`src/rtl/rng_sample_fifo.sv`:
```
// Circular sample FIFO fed by the LFSR random-integer generator, with optional decimation.
// The host configures it, pops samples and reads status through the shared 16-bit MMIO port.
module rng_sample_fifo #(
   parameter int n     = 8,
   parameter int DEPTH = 16,
   localparam int AW   = $clog2(DEPTH)
) (
   input  logic          clock,
   input  logic          reset,
   input  logic          in_valid,
   input  logic [n-1:0]  in_data,
   input  logic          W,
   input  logic          R,
   input  logic [15:0]   A,
   input  logic [n-1:0]  D,
   output logic [n-1:0]  RD,
   output logic          rd_valid,
   output logic          full,
   output logic          empty,
   output logic [AW:0]   count,
   output logic          overflow
);

   localparam logic [15:0] CFG_ADDR  = 16'h0016;
   localparam logic [15:0] DATA_ADDR = 16'h0018;
   localparam logic [15:0] STAT_ADDR = 16'h001A;

   logic [n-1:0]  mem_q [DEPTH];
   logic          en_q, en_d;
   logic [3:0]    div_q, div_d;
   logic [3:0]    dcnt_q, dcnt_d;
   logic [AW-1:0] wptr_q, wptr_d;
   logic [AW-1:0] rptr_q, rptr_d;
   logic [AW:0]   count_q, count_d;
   logic [n-1:0]  rd_q, rd_d;
   logic          rd_valid_q, rd_valid_d;
   logic          of_q, of_d;
   logic          uf_q, uf_d;

   logic          cfg_wr, clr, pop_req, stat_req, push_req;
   logic          pop_ok, push_ok, push_drop;
   logic [3:0]    cnt_clip, cnt_vis;
   logic [n+8:0]  stat_wide;

   assign full     = (count_q == (AW+1)'(DEPTH));
   assign empty    = (count_q == '0);
   assign count    = count_q;
   assign overflow = of_q;
   assign RD       = rd_q;
   assign rd_valid = rd_valid_q;

   assign cfg_wr   = W && (A == CFG_ADDR);
   assign clr      = cfg_wr && D[1];
   assign pop_req  = R && (A == DATA_ADDR);
   assign stat_req = R && (A == STAT_ADDR);

   // Decimation uses the EN/DIV already in effect; a CFG write only lands next cycle.
   assign push_req  = in_valid && en_q && (dcnt_q == div_q);
   assign pop_ok    = pop_req && !empty && !clr;
   assign push_ok   = push_req && !clr && (!full || pop_ok);
   assign push_drop = push_req && !clr && full && !pop_ok;

   // The count field only exists when the data word is wide enough to carry bits [8:5].
   assign cnt_clip  = (int'(count_q) > 15) ? 4'hF : 4'(count_q);
   assign cnt_vis   = (n >= 9) ? cnt_clip : 4'd0;
   assign stat_wide = {{n{1'b0}}, cnt_vis, en_q, uf_q, of_q, full, empty};

   always_comb begin
      // NOTE: every next-state signal is given a default before any branch, so no path
      // leaves one unassigned and no latch is inferred.
      en_d       = en_q;
      div_d      = div_q;
      dcnt_d     = dcnt_q;
      wptr_d     = wptr_q;
      rptr_d     = rptr_q;
      count_d    = count_q;
      of_d       = of_q;
      uf_d       = uf_q;
      rd_d       = rd_q;
      rd_valid_d = pop_req || stat_req;

      if (pop_req) begin
         rd_d = pop_ok ? mem_q[rptr_q] : '0;
      end else if (stat_req) begin
         rd_d = stat_wide[n-1:0];
      end

      if (cfg_wr) begin
         en_d   = D[0];
         div_d  = D[5:2];
         dcnt_d = '0;
      end else if (in_valid && en_q) begin
         dcnt_d = push_req ? 4'd0 : dcnt_q + 4'd1;
      end

      if (clr) begin
         wptr_d  = '0;
         rptr_d  = '0;
         count_d = '0;
         of_d    = 1'b0;
         uf_d    = 1'b0;
      end else begin
         if (pop_ok)              rptr_d = rptr_q + AW'(1);
         if (push_ok)             wptr_d = wptr_q + AW'(1);
         if (pop_req && empty)    uf_d   = 1'b1;
         if (push_drop)           of_d   = 1'b1;
         if (push_ok && !pop_ok)  count_d = count_q + (AW+1)'(1);
         if (pop_ok && !push_ok)  count_d = count_q - (AW+1)'(1);
      end
   end

   // NOTE: sequential state uses non-blocking assignments so every register samples
   // the pre-edge values computed above, independent of statement order.
   always_ff @(posedge clock) begin
      if (reset) begin
         en_q       <= 1'b0;
         div_q      <= '0;
         dcnt_q     <= '0;
         wptr_q     <= '0;
         rptr_q     <= '0;
         count_q    <= '0;
         rd_q       <= '0;
         rd_valid_q <= 1'b0;
         of_q       <= 1'b0;
         uf_q       <= 1'b0;
      end else begin
         en_q       <= en_d;
         div_q      <= div_d;
         dcnt_q     <= dcnt_d;
         wptr_q     <= wptr_d;
         rptr_q     <= rptr_d;
         count_q    <= count_d;
         rd_q       <= rd_d;
         rd_valid_q <= rd_valid_d;
         of_q       <= of_d;
         uf_q       <= uf_d;
      end
   end

   // NOTE: the storage array has no reset; stale entries are never visible because a
   // pop only reads when count is non-zero, and leaving it unreset keeps it a plain RAM.
   always_ff @(posedge clock) begin
      if (push_ok && !reset) mem_q[wptr_q] <= in_data;
   end

endmodule

```
`config.mk`:
```
export PLATFORM = sky130hd
export DESIGN_NAME = rng_sample_fifo
export DESIGN_NICKNAME = d
export VERILOG_FILES = /design/src/rtl/rng_sample_fifo.sv
export SDC_FILE = /design/constraint.sdc
export NUM_CORES = 1
export LEC_CHECK = 0
export CAP_MARGIN = 20
export CORE_MARGIN = 1
export CORE_UTILIZATION = 40
export DETAILED_ROUTE_END_ITERATION = 10
export PLACE_DENSITY = 0.67
export SLEW_MARGIN = 20
export SYNTH_ARGS = -nofsm -noshare
export SYNTH_HDL_FRONTEND = slang
export SYNTH_SLANG_ARGS = --single-unit
```
`constraint.sdc`:
```
create_clock -name clock -period 7.9 [get_ports clock]
set_clock_uncertainty 0.15 [all_clocks]
set_input_delay 1.58 -clock clock [delete_from_list [all_inputs] [get_ports clock]]
set_output_delay 1.58 -clock clock [all_outputs]
set_load 0.01 [all_outputs]
```
==> results of run 1 <==
-- flip-flops by register name, indices dropped and copies added (netlist names), 4 cells and up, named ones only --
name	count
dcnt_q	4
rptr_q	4
div_q	4
wptr_q	4
count	5
RD	8
mem_q	128
-- logic make-up (layout without fill, tap and decap cells) --
| group | Yosys count | count (layout) |
|---|---|---|
| compound gates | 34 | 34 |
| xor+xnor | 14 | 14 |
| fa+ha+maj | 10 | 10 |
| flops | 165 | 165 |
| mux | 51 | 51 |
| simple gates | 112 | 112 |
| buf+inv | 25 | 93 |
-- per-stage QoR --
| step | cell area [sq um] | util (%) | std cells | hold slack (ns) | worst slack [ns] |
|---|---|---|---|---|---|
| 6_report | 8050 | 48.7 | 699 | 0.309 | 3.39 |
| 5_1_grt | 8050 | 48.7 | 699 | 0.348 | 3.12 |
| 4_1_cts | 8040 | 48.7 | 699 | 0.316 | 3.35 |
| 3_5_place_dp | 7460 | 45.2 | 667 | 0.302 | 2.92 |
| 3_3_place_gp | 7460 | 45.2 | 667 | 0.293 | 3.01 |
| 2_1_floorplan | 6750 | - | 411 | 0.282 | 3.70 |
-- final timing paths --
path | from | endpoint | slack (ns) | cells past startpoint
max | A[10] | mem_q[8][2] | 3.39 | 7
min | RD[5] | RD[5] | 0.31 | 2
max reg2reg | count[0] | count[4] | 4.71 | 10
min reg2reg | RD[5] | RD[5] | 0.31 | 2
-- synthesized netlist by cell type, drive strengths merged, types with 2 or more instances --
| cell type | instances | area share (%) |
|---|---|---|
| a21oi | 13 | 0.96 |
| ha | 9 | 1.7 |
| or2 | 2 | 0.22 |
| mux2 | 4 | 0.72 |
| xnor2 | 7 | 0.91 |
| mux2i | 10 | 1.7 |
| a31o | 2 | 0.26 |
| edfxtp | 128 | 57 |
| nor2 | 43 | 2.4 |
| dfxtp | 37 | 11 |
| nand2 | 18 | 1.0 |
| nor4 | 4 | 0.69 |
| mux4 | 37 | 12 |
| nor4b | 2 | 0.35 |
| nand3 | 13 | 0.96 |
| or3 | 5 | 0.46 |
| o22ai | 2 | 0.19 |
| buf | 8 | 0.76 |
| a21o | 3 | 0.33 |
| a31oi | 3 | 0.28 |
| nand4 | 4 | 0.37 |
| xor2 | 7 | 0.91 |
| and3 | 7 | 0.74 |
| o21ai | 6 | 0.45 |
| clkbuf | 9 | 0.50 |
| inv | 7 | 0.39 |
| nor3 | 7 | 0.59 |
-- cell usage in the layout (no fill, tap or decap), types with 3 or more instances in the layout --
cell type	n
clkinv_1	3
mux4_2	37
xnor2_1	7
a21oi_1	13
nand2_1	17
clkinv_4	3
mux2i_1	9
ha_1	9
clkdlybuf4s50_1	51
clkbuf_16	17
xor2_1	7
nor3_1	6
nand4_1	4
inv_6	4
mux2_2	3
nand3_1	13
nor2_1	41
a31oi_1	3
and3_1	5
o21ai_0	6
inv_1	7
a21o_1	3
or3_1	5
dfxtp_1	35
edfxtp_1	128
-- worst max-delay path, stage by stage --
cell and delay [ns]:
clkdlybuf4s50_1 0.44, nor4b_1 0.39, nand4_1 0.23, o31ai_1 0.39, and3_1 0.36, nand2_1 0.16, nor2_1 0.84
-- routing by layer --
metal / vias to the layer above / global-route usage (%) / wire [um]
met5: - / 0 / 0
met4: 0 / 6.20 / 253
met3: 22 / 4.46 / 776
met2: 113 / 26.5 / 6310
met1: 1863 / 21.2 / 6020
li1: 1716 / - / -
-- power by group --
| part | total [W] | leakage, nW | internal [W] | switching (W) |
|---|---|---|---|---|
| clock network | 0.000810 | 0.276 | 0.000469 | 0.000341 |
| registers | 0.000933 | 1.45 | 0.000933 | 0.000000000478 |
| logic | 0.0000344 | 0.835 | 0.0000168 | 0.0000176 |
| total | 0.00178 | 2.56 | 0.00142 | 0.000358 |
-- final cells by class --
cell class                 count  area [sq um]
timing repair buffer          53           526
inverter                       8          35.0
multi-input combinational    221          2050
clock inverter                14           150
fill                        1403          8480
sequential                   165          4590
tap                          220           275
clock buffer                  18           429
==> results by group, run 1 <==
STA
  • Max Slew Vio Count: 0
  • Unrepaired setup endpoints after global routing: no
  • FMAX: about 220 MHz
  • Max-slew headroom: between 20% and 30%
  • Min Tclk post-route: roughly 4.5 ns
  • Worst slew pin tran: 1.09 ns
  • Setup-failing EPs final: 0
  • Setup TNS: 0 ns
  • Final Hold Vio Count: 0
  • Final worst path period share: 57.1%

Clock network
  • CTS tree: built
  • Clock Tree Root: clkbuf_16
  • Clock transition at the registers of the reported paths: about 0.060 ns
  • TritonCTS Buffers: 17
  • CTS H-tree depth: 4
  • Hold bufs inserted after CTS: 0
  • Post_cts resized: 0
  • Clock sinks: 165
  • Clk Latency, worst-skew pair: about 0.43 ns
  • Clock Path Buffers: 2
  • Post-CTS Setup Bufs: 0

Floorplan
  • # rows: 47
  • Core ar.: 16500 sq um
  • Num ports: 54
  • Initial Util: between 40 and 50%
  • Die H: between 100 and 150 um
  • Die W: roughly 130 um
  • Die area: ~17000 sq um

GRT
  • Largest net degree at the start of global routing: 33
  • Vias in the first global route: approximately 3800
  • Global-route usage over all layers: around 16%
  • Overflow left after global routing: 0
  • First-pass GRT wire length: approximately 21000 um
  • Initial antenna violation count: 0

Setup path
  • Crit Path Max Fanout: 8
  • CP startpoint kind: primary input
  • CP endpoint kind: register
  • Data required, critical path: ~7.8 ns
  • Kind of critical path: primary input to register
  • Worst Path Arrival: approximately 4.4 ns

Yosys
  • Net count after synthesis: 458
  • Mux share of post-synthesis cell area: approximately 15%
  • Yosys warning count: 0
  • Syn avg cell area: around 16 sq um
  • Post-synthesis cell type count: 53
  • Synth Area in Adders: around 2.0%
  • Synth Area in Compound Gates: between 3 and 4%
  • Cell count after synthesis: around 400
  • Most used DFF post-synth: edfxtp_1
  • Synth Area in Simple Gates: under 10%
  • Synth async-reset ratio: 0%
  • Main combinational cell family by area after synthesis: multiplexers
  • Seq/Total Area, Yosys: between 60 and 70%
  • Syn Std Cell Area: ~6700 sq um
  • EDFF count, synth: ~130
  • #FFs+latches synth: around 170
  • Post-Synth XOR/XNOR Area: around 1.8%

Placement
  • HPWL after DPL: around 8400 um
  • Final GP Congestion: 0.828
  • IO Port Bufs: 51

Detailed routing
  • Post-Route WL: ~13000 um
  • First DRT Iteration DRCs: 227
  • Drt via density: around 5.3
  • DRC viols: 0
  • First drt pass iteration count: 5
  • Via count: approximately 3700
  • Wire length per cell: 19.1 um
  • ANT nets after route: 0

Run
  • Max_cap viols: 0

Cells and area
  • Share of layout cells above drive strength 1: a little under a fifth
  • Layout area overhead: 19.3%
  • Final layout net count: between 500 and 600
  • # diodes: 0

Pwr
  • Power Density: about 220 nW/um^2
  • P_leak: around 2.6 nW
  • Overall power: roughly 0.0018 W
  • Maximum vdd drop: between 0.1 and 0.15 mV

Outcome
  • Status: finished clean

Worst hold path
  • Hold Crit Class: register to register
(Power assumes the default switching activity.)
==> inputs of run 2 (changes only) <==
- PLACE_DENSITY: 0.67 -> 0.7
- clock period: 7.9 -> 3.73 ns (I/O delays scaled with it)
==> run 2 against run 1 <==
Worst hold slack better by 0.027 ns. Global-route usage grew 0.58 points. Setup slack got worse by 3.1 ns. Utilization is 1.8 points higher. Routed wire length up 2.5%. Critical path type unchanged.
==> results by group, run 2 (synthesis results as in run 1) <==
Outcome
  • Status: finished clean

Pwr
  • Maximum vdd drop: 0.265 mV (+79%)
  • Sequential fraction of design power: 52.3% (-0.2 points)
  • Clock Power Share: 45.7% (about the same)
  • Net Sw Power: 0.000718 W (+100%)
  • P_leak: 2.77 nW (+8.0%)
  • Overall power: 0.00378 W (+110%)
  • Internal: 0.00306 W (+120%)
  • Power Density: 453 nW/um^2 (+110%)
  • Sw Ratio: 19.0% (-1.2 points)
  • Combinational Power Share: 2.1% (+0.2 points)

Floorplan
  • Initial Util: 40.8% (unchanged)
  • # rows: 47 (unchanged)
  • Die W: 132 um (unchanged)
  • Core ar.: 16500 sq um (unchanged)
  • Die area: 17400 sq um (unchanged)
  • Num ports: 54 (unchanged)
  • Die H: 132 um (unchanged)

STA
  • Final Hold Vio Count: 0 (unchanged)
  • Setup-failing EPs final: 0 (unchanged)
  • Max-slew headroom: 39.0% (+12 points)
  • FMAX: between 200 and 300 MHz
  • Unrepaired setup endpoints after global routing: no
  • WHS: 0.336 ns (+0.0270 ns)
  • Max Slew Vio Count: 0 (unchanged)
  • Worst slew pin tran: 0.914 ns (-0.174 ns)
  • Final worst path period share: about nine tenths
  • Min Tclk post-route: ~3.4 ns
  • Setup TNS: 0 ns (unchanged)

Clock network
  • Post-CTS Setup Bufs: 0 (unchanged)
  • CTS H-tree depth: 4 (unchanged)
  • Clk Latency, worst-skew pair: 0.42 ns (about the same)
  • Clock Tree Root: clkbuf_16
  • Clock transition at the registers of the reported paths: 0.06 ns (about the same)
  • Post_cts resized: 0 (unchanged)
  • Clock sinks: 165 (unchanged)
  • TritonCTS Buffers: 17 (unchanged)
  • CTS tree: built
  • Clock Path Buffers: 2 (unchanged)
  • Hold bufs inserted after CTS: 0 (unchanged)

Setup path
  • Worst Path Arrival: 3.57 ns (-0.84 ns)
  • Reg2reg path depth: 11 (+1)
  • Crit Path Max Fanout: 3 (-5)
  • CP startpoint kind: primary input
  • Data required, critical path: 3.89 ns (-3.90 ns)
  • CP endpoint kind: register
  • Kind of critical path: primary input to register

Detailed routing
  • Via count: 3872 (+4.3%)
  • DRC viols: 0 (unchanged)
  • First DRT Iteration DRCs: 302 (+33%)
  • Wire length per cell: 18.6 um (-2.9%)
  • First drt pass iteration count: 5 (unchanged)
  • Post-Route WL: 13700 um (+2.5%)
  • Drt via density: 5.25 (-1.3%)
  • ANT nets after route: 0 (unchanged)

Cells and area
  • Biggest register: mem_q
  • Layout area overhead: 23.7%
  • Most frequent cells in the layout: edfxtp_1, clkdlybuf4s50_1, nor2_1
  • Most common cell after layout, fill and taps aside: edfxtp_1
  • Final layout net count: 552 (+7.6%)
  • # diodes: 0 (unchanged)
  • Max reg flops: 128 (unchanged)
  • Share of layout cells above drive strength 1: 24.1% (+5.8 points)
  • FILL cells: 1347 (-4.0%)

GRT
  • Met2 Usage GRT: 28.2% (+1.7 points)
  • Global-route usage over all layers: 17.0% (+0.58 points)
  • Vias in the first global route: 4100 (+7.0%)
  • Gr busiest metal: met2
  • Met3 usage: 4.34% (-0.12 points)
  • Overflow left after global routing: 0 (unchanged)
  • Initial antenna violation count: 0 (unchanged)
  • Largest net degree at the start of global routing: 30 (-9.1%)
  • Met1 Use GR: 20.6% (-0.57 points)
  • First-pass GRT wire length: 21800 um (+3.5%)

Placement
  • IO Port Bufs: 51 (unchanged)
  • HPWL after DPL: 9370 um (+12%)
  • Final GP Congestion: 0.811 (-2.0%)

Worst hold path
  • Hold Crit Depth: 2 (unchanged)
  • Hold Crit Class: register to register

Run
  • Max_cap viols: 0 (unchanged)
[run 2: path summary, 6_finish.rpt]
check / endpoint / startpoint / slack (ns)
worst max-delay path: count[4] / A[13] / 0.32
worst min-delay path: RD[5] / RD[5] / 0.34
worst max register to register: count[4] / count[0] / 0.52
worst min register to register: RD[5] / RD[5] / 0.34
[run 2: cell type report]
type	instances	area, sq um	share of cell area [%]
clock buffer	19	433	5.19
sequential	165	4590	55.0
clock inverter	13	156	1.87
tap	220	275	3.30
timing repair buffer	92	818	9.81
inverter	8	35.0	0.420
multi-input combinational	221	2040	24.5
[run 2: power by group through the flow]
| stage | sequential [W] | combinational, W | clock, W |
|---|---|---|---|
| 4_1_cts | 0.00198 | 0.0000783 | 0.00176 |
| 3_5_place_dp | 0.00202 | 0.0000781 | 0 |
| 2_1_floorplan | 0.00202 | 0.0000133 | 0 |
| 5_1_grt | 0.00198 | 0.0000848 | 0.00183 |
| 6_report | 0.00198 | 0.0000780 | 0.00173 |
| 3_3_place_gp | 0.00202 | 0.0000748 | 0 |
[run 2: routing by layer]
layer	wire length [um]	vias to the layer above	share of wire, %
met4	332	0	2.4
met5	0	-	0
met2	6840	121	50
li1	-	1778	-
met3	825	29	6.0
met1	5700	1944	42
[run 2: critical path, cell delays in order]
cell and delay [ns]:
clkdlybuf4s50_1 0.44, nor4b_2 0.34, nand3_1 0.13, or3_1 0.36, or2_4 0.27, clkinv_4 0.05
ha_1 0.22, a21o_1 0.16, a21oi_1 0.26, mux2i_4 0.28, mux2_4 0.30
[run 2: per-stage QoR]
step           area (sq um)  setup WS (ns)  instances  util (%)
6_report               8340          0.321        738      50.5
5_1_grt                8340          0.232        738      50.5
4_1_cts                8340          0.331        738      50.5
3_5_place_dp           7750         -0.107        706      46.9
3_3_place_gp           7750        -0.0951        706      46.9
2_1_floorplan          6750          0.363        411         -
==> inputs of run 3 (changes only) <==
--- a/config.mk
+++ b/config.mk
@@ -7,4 +7,5 @@
 export LEC_CHECK = 0
 export CAP_MARGIN = 20
+export CORE_ASPECT_RATIO = 1.4
 export CORE_MARGIN = 1
 export CORE_UTILIZATION = 40
==> constraint.sdc (replaced) <==
create_clock -name clock -period 3.73 [get_ports clock]
set_clock_uncertainty 0.15 [all_clocks]
set_input_delay 0.9325 -clock clock [delete_from_list [all_inputs] [get_ports clock]]
set_output_delay 0.9325 -clock clock [all_outputs]
set_load 0.005 [all_outputs]
==> run 3 against run 2 <==
The flow now finishes with violations (DRC). Sequential share of layout area is 0.15 points lower. Worst hold slack lost 0.0076 ns. Die area about the same. Highest routed layer unchanged. Largest power group unchanged. Largest cell class unchanged.
==> results by group, run 3 (synthesis results as in run 1) <==
Placement
  • Final GP Congestion: 0.810 (about the same)
  • HPWL after DPL: 9720 um (+3.7%)
  • IO Port Bufs: 51 (unchanged)
  • Inst Count DP: 695 (-1.6%)

Clock network
  • TritonCTS Buffers: 17 (unchanged)
  • CTS H-tree depth: 4 (unchanged)
  • Hold bufs inserted after CTS: 0 (unchanged)
  • CTS tree: built
  • Clock transition at the registers of the reported paths: 0.07 ns (about the same)
  • Post-CTS Setup Bufs: 0 (unchanged)
  • Clock Path Buffers: 2 (unchanged)
  • Clk Latency, worst-skew pair: 0.42 ns (about the same)
  • Clock sinks: 165 (unchanged)
  • Clock Tree Root: clkbuf_16

GRT
  • Largest net degree at the start of global routing: 20 (-33%)
  • Overflow left after global routing: 0 (unchanged)
  • Global-route usage over all layers: 17.3% (+0.27 points)
  • Initial antenna violation count: 0 (unchanged)
  • First-pass GRT wire length: 22100 um (+1.7%)
  • Vias in the first global route: 4115 (+0.37%)

STA
  • Final Hold Vio Count: 0 (unchanged)
  • Min Tclk post-route: 3.53 ns (+0.120 ns)
  • Setup TNS: 0 ns (unchanged)
  • Max-slew headroom: 47.6% (+8.6 points)
  • Final worst path period share: 94.6% (+3.2 points)
  • Max Slew Vio Count: 0 (unchanged)
  • Unrepaired setup endpoints after global routing: no
  • Worst slew pin tran: 0.785 ns (-0.129 ns)
  • Setup-failing EPs final: 0 (unchanged)
  • FMAX: 283 MHz (-3.4%)

Pwr
  • Sequential fraction of design power: 53.3% (+1.0 points)
  • Clock Power Share: 44.6% (-1.1 points)
  • Internal: 0.00300 W (-2.3%)
  • Overall power: 0.00371 W (-1.9%)
  • P_leak: 2.81 nW (+1.7%)
  • Power Density: 443 nW/um^2 (-2.2%)
  • Net Sw Power: 0.000715 W (-0.45%)
  • Sw Ratio: 19.3% (+0.29 points)
  • Maximum vdd drop: 0.275 mV (+4.0%)
  • Combinational Power Share: 2.1% (about the same)

Detailed routing
  • First drt pass iteration count: 8 (+3)
  • Post-Route WL: 13900 um (+1.4%)
  • ANT nets after route: 0 (unchanged)
  • Wire length per cell: 19.1 um (+3.1%)
  • DRC viols: 11 (+11)
  • Via count: 3878 (+0.15%)
  • Drt via density: 5.34 (+1.8%)
  • First DRT Iteration DRCs: 270 (-11%)

Cells and area
  • FILL cells: 1320 (-2.0%)
  • Layout area overhead: 24.0%
  • # diodes: 0 (unchanged)
  • Post-Layout Cell Count: 726 (-1.6%)
  • Share of layout cells above drive strength 1: 25.6% (+1.5 points)
  • Biggest register: mem_q
  • Final layout net count: 562 (+1.8%)
  • Max reg flops: 128 (unchanged)
  • Most common cell after layout, fill and taps aside: edfxtp_1
  • Most frequent cells in the layout: edfxtp_1, clkdlybuf4s50_1, buf_4

Setup path
  • Kind of critical path: primary input to register
  • Data required, critical path: 3.89 ns (about the same)
  • CP endpoint kind: register
  • Reg2reg setup slack: 0.62 ns (+0.10 ns)
  • Critical Path Sink: count[4]
  • CP startpoint kind: primary input
  • Reg2reg path depth: 11 (unchanged)
  • Crit Path Max Fanout: 3 (unchanged)
  • FF-to-FF End: count[4]
  • Worst Path Arrival: 3.69 ns (+0.12 ns)
  • Worst Setup SP: A[9]
  • R2r startpoint: count[0]

Run
  • Max_cap viols: 0 (unchanged)

Outcome
  • Status: complete, but fails checks
  • Violated checks: DRC

Worst hold path
  • Hold Crit Class: register to register

Floorplan
  • Num ports: 54 (unchanged)
  • Initial Util: 41.4% (+0.54 points)
  • Die area: 17400 sq um (about the same)
  • Core ar.: 16300 sq um (-1.3%)
  • Die H: 156 um (+18%)
  • Die W: 112 um (-15%)
  • # rows: 55 (+17%)
-- run 3: per-layer routing --
| metal | GRT usage (%) | part of all wire, % |
|---|---|---|
| met5 | 0 | 0 |
| met4 | 8.11 | 2.4 |
| met3 | 4.31 | 5.9 |
| met2 | 31.0 | 54 |
| met1 | 19.1 | 37 |
-- run 3: power by group through the flow --
| stage | registers (W) | logic [W] | clock network, W |
|---|---|---|---|
| after floorplan | 0.00202 | 0.0000133 | 0 |
| after global placement | 0.00202 | 0.0000761 | 0 |
| after detailed placement | 0.00202 | 0.0000788 | 0 |
| after CTS | 0.00198 | 0.0000798 | 0.00169 |
| after global routing | 0.00198 | 0.0000855 | 0.00175 |
| final | 0.00198 | 0.0000792 | 0.00165 |
-- run 3: what timing repair did --
action,CTS,global route
hold endpoints to repair,0,0
gates resized for setup,0,1
endpoints found under the setup margin,0,1
-- run 3: how the worst min path moves through the flow --
stage          startpoint  endpoint  slack [ns]  cells after the start
6_report            RD[6]     RD[6]        0.33                      2
5_1_grt             RD[6]     RD[6]        0.34                      2
4_1_cts             RD[6]     RD[6]        0.33                      2
3_5_place_dp        RD[6]     RD[6]        0.32                      2
3_3_place_gp        RD[6]     RD[6]        0.29                      2
2_1_floorplan        uf_q      uf_q        0.28                      2
-- run 3: worst max-delay path, cell delays in order --
cell and delay, ns:
clkdlybuf4s50_1 0.45, nor4_2 0.31, nand3_1 0.13, or3_1 0.36, or2_4 0.27, clkinv_4 0.05, ha_1 0.24, a21o_1 0.18
a21oi_2 0.20, mux2i_4 0.26, mux2_4 0.30
-- run 3: layout make-up --
cell class / count / area [sq um] / share of cell area, %
sequential: 165 / 4590 / 54.8
multi-input combinational: 221 / 2040 / 24.4
timing repair buffer: 102 / 893 / 10.7
clock buffer: 18 / 429 / 5.13
tap: 199 / 249 / 2.98
clock inverter: 13 / 130 / 1.56
inverter: 8 / 35.0 / 0.419
-- run 3: through the flow --
step | setup WS [ns] | hold slack [ns] | utilization, % | cell area (sq um)
2_1_floorplan | 0.176 | 0.282 | - | 6750
3_3_place_gp | -0.302 | 0.295 | 47.8 | 7800
3_5_place_dp | -0.325 | 0.315 | 47.8 | 7800
4_1_cts | 0.132 | 0.329 | 51.3 | 8360
5_1_grt | 0.0593 | 0.344 | 51.3 | 8370
6_report | 0.201 | 0.329 | 51.3 | 8370
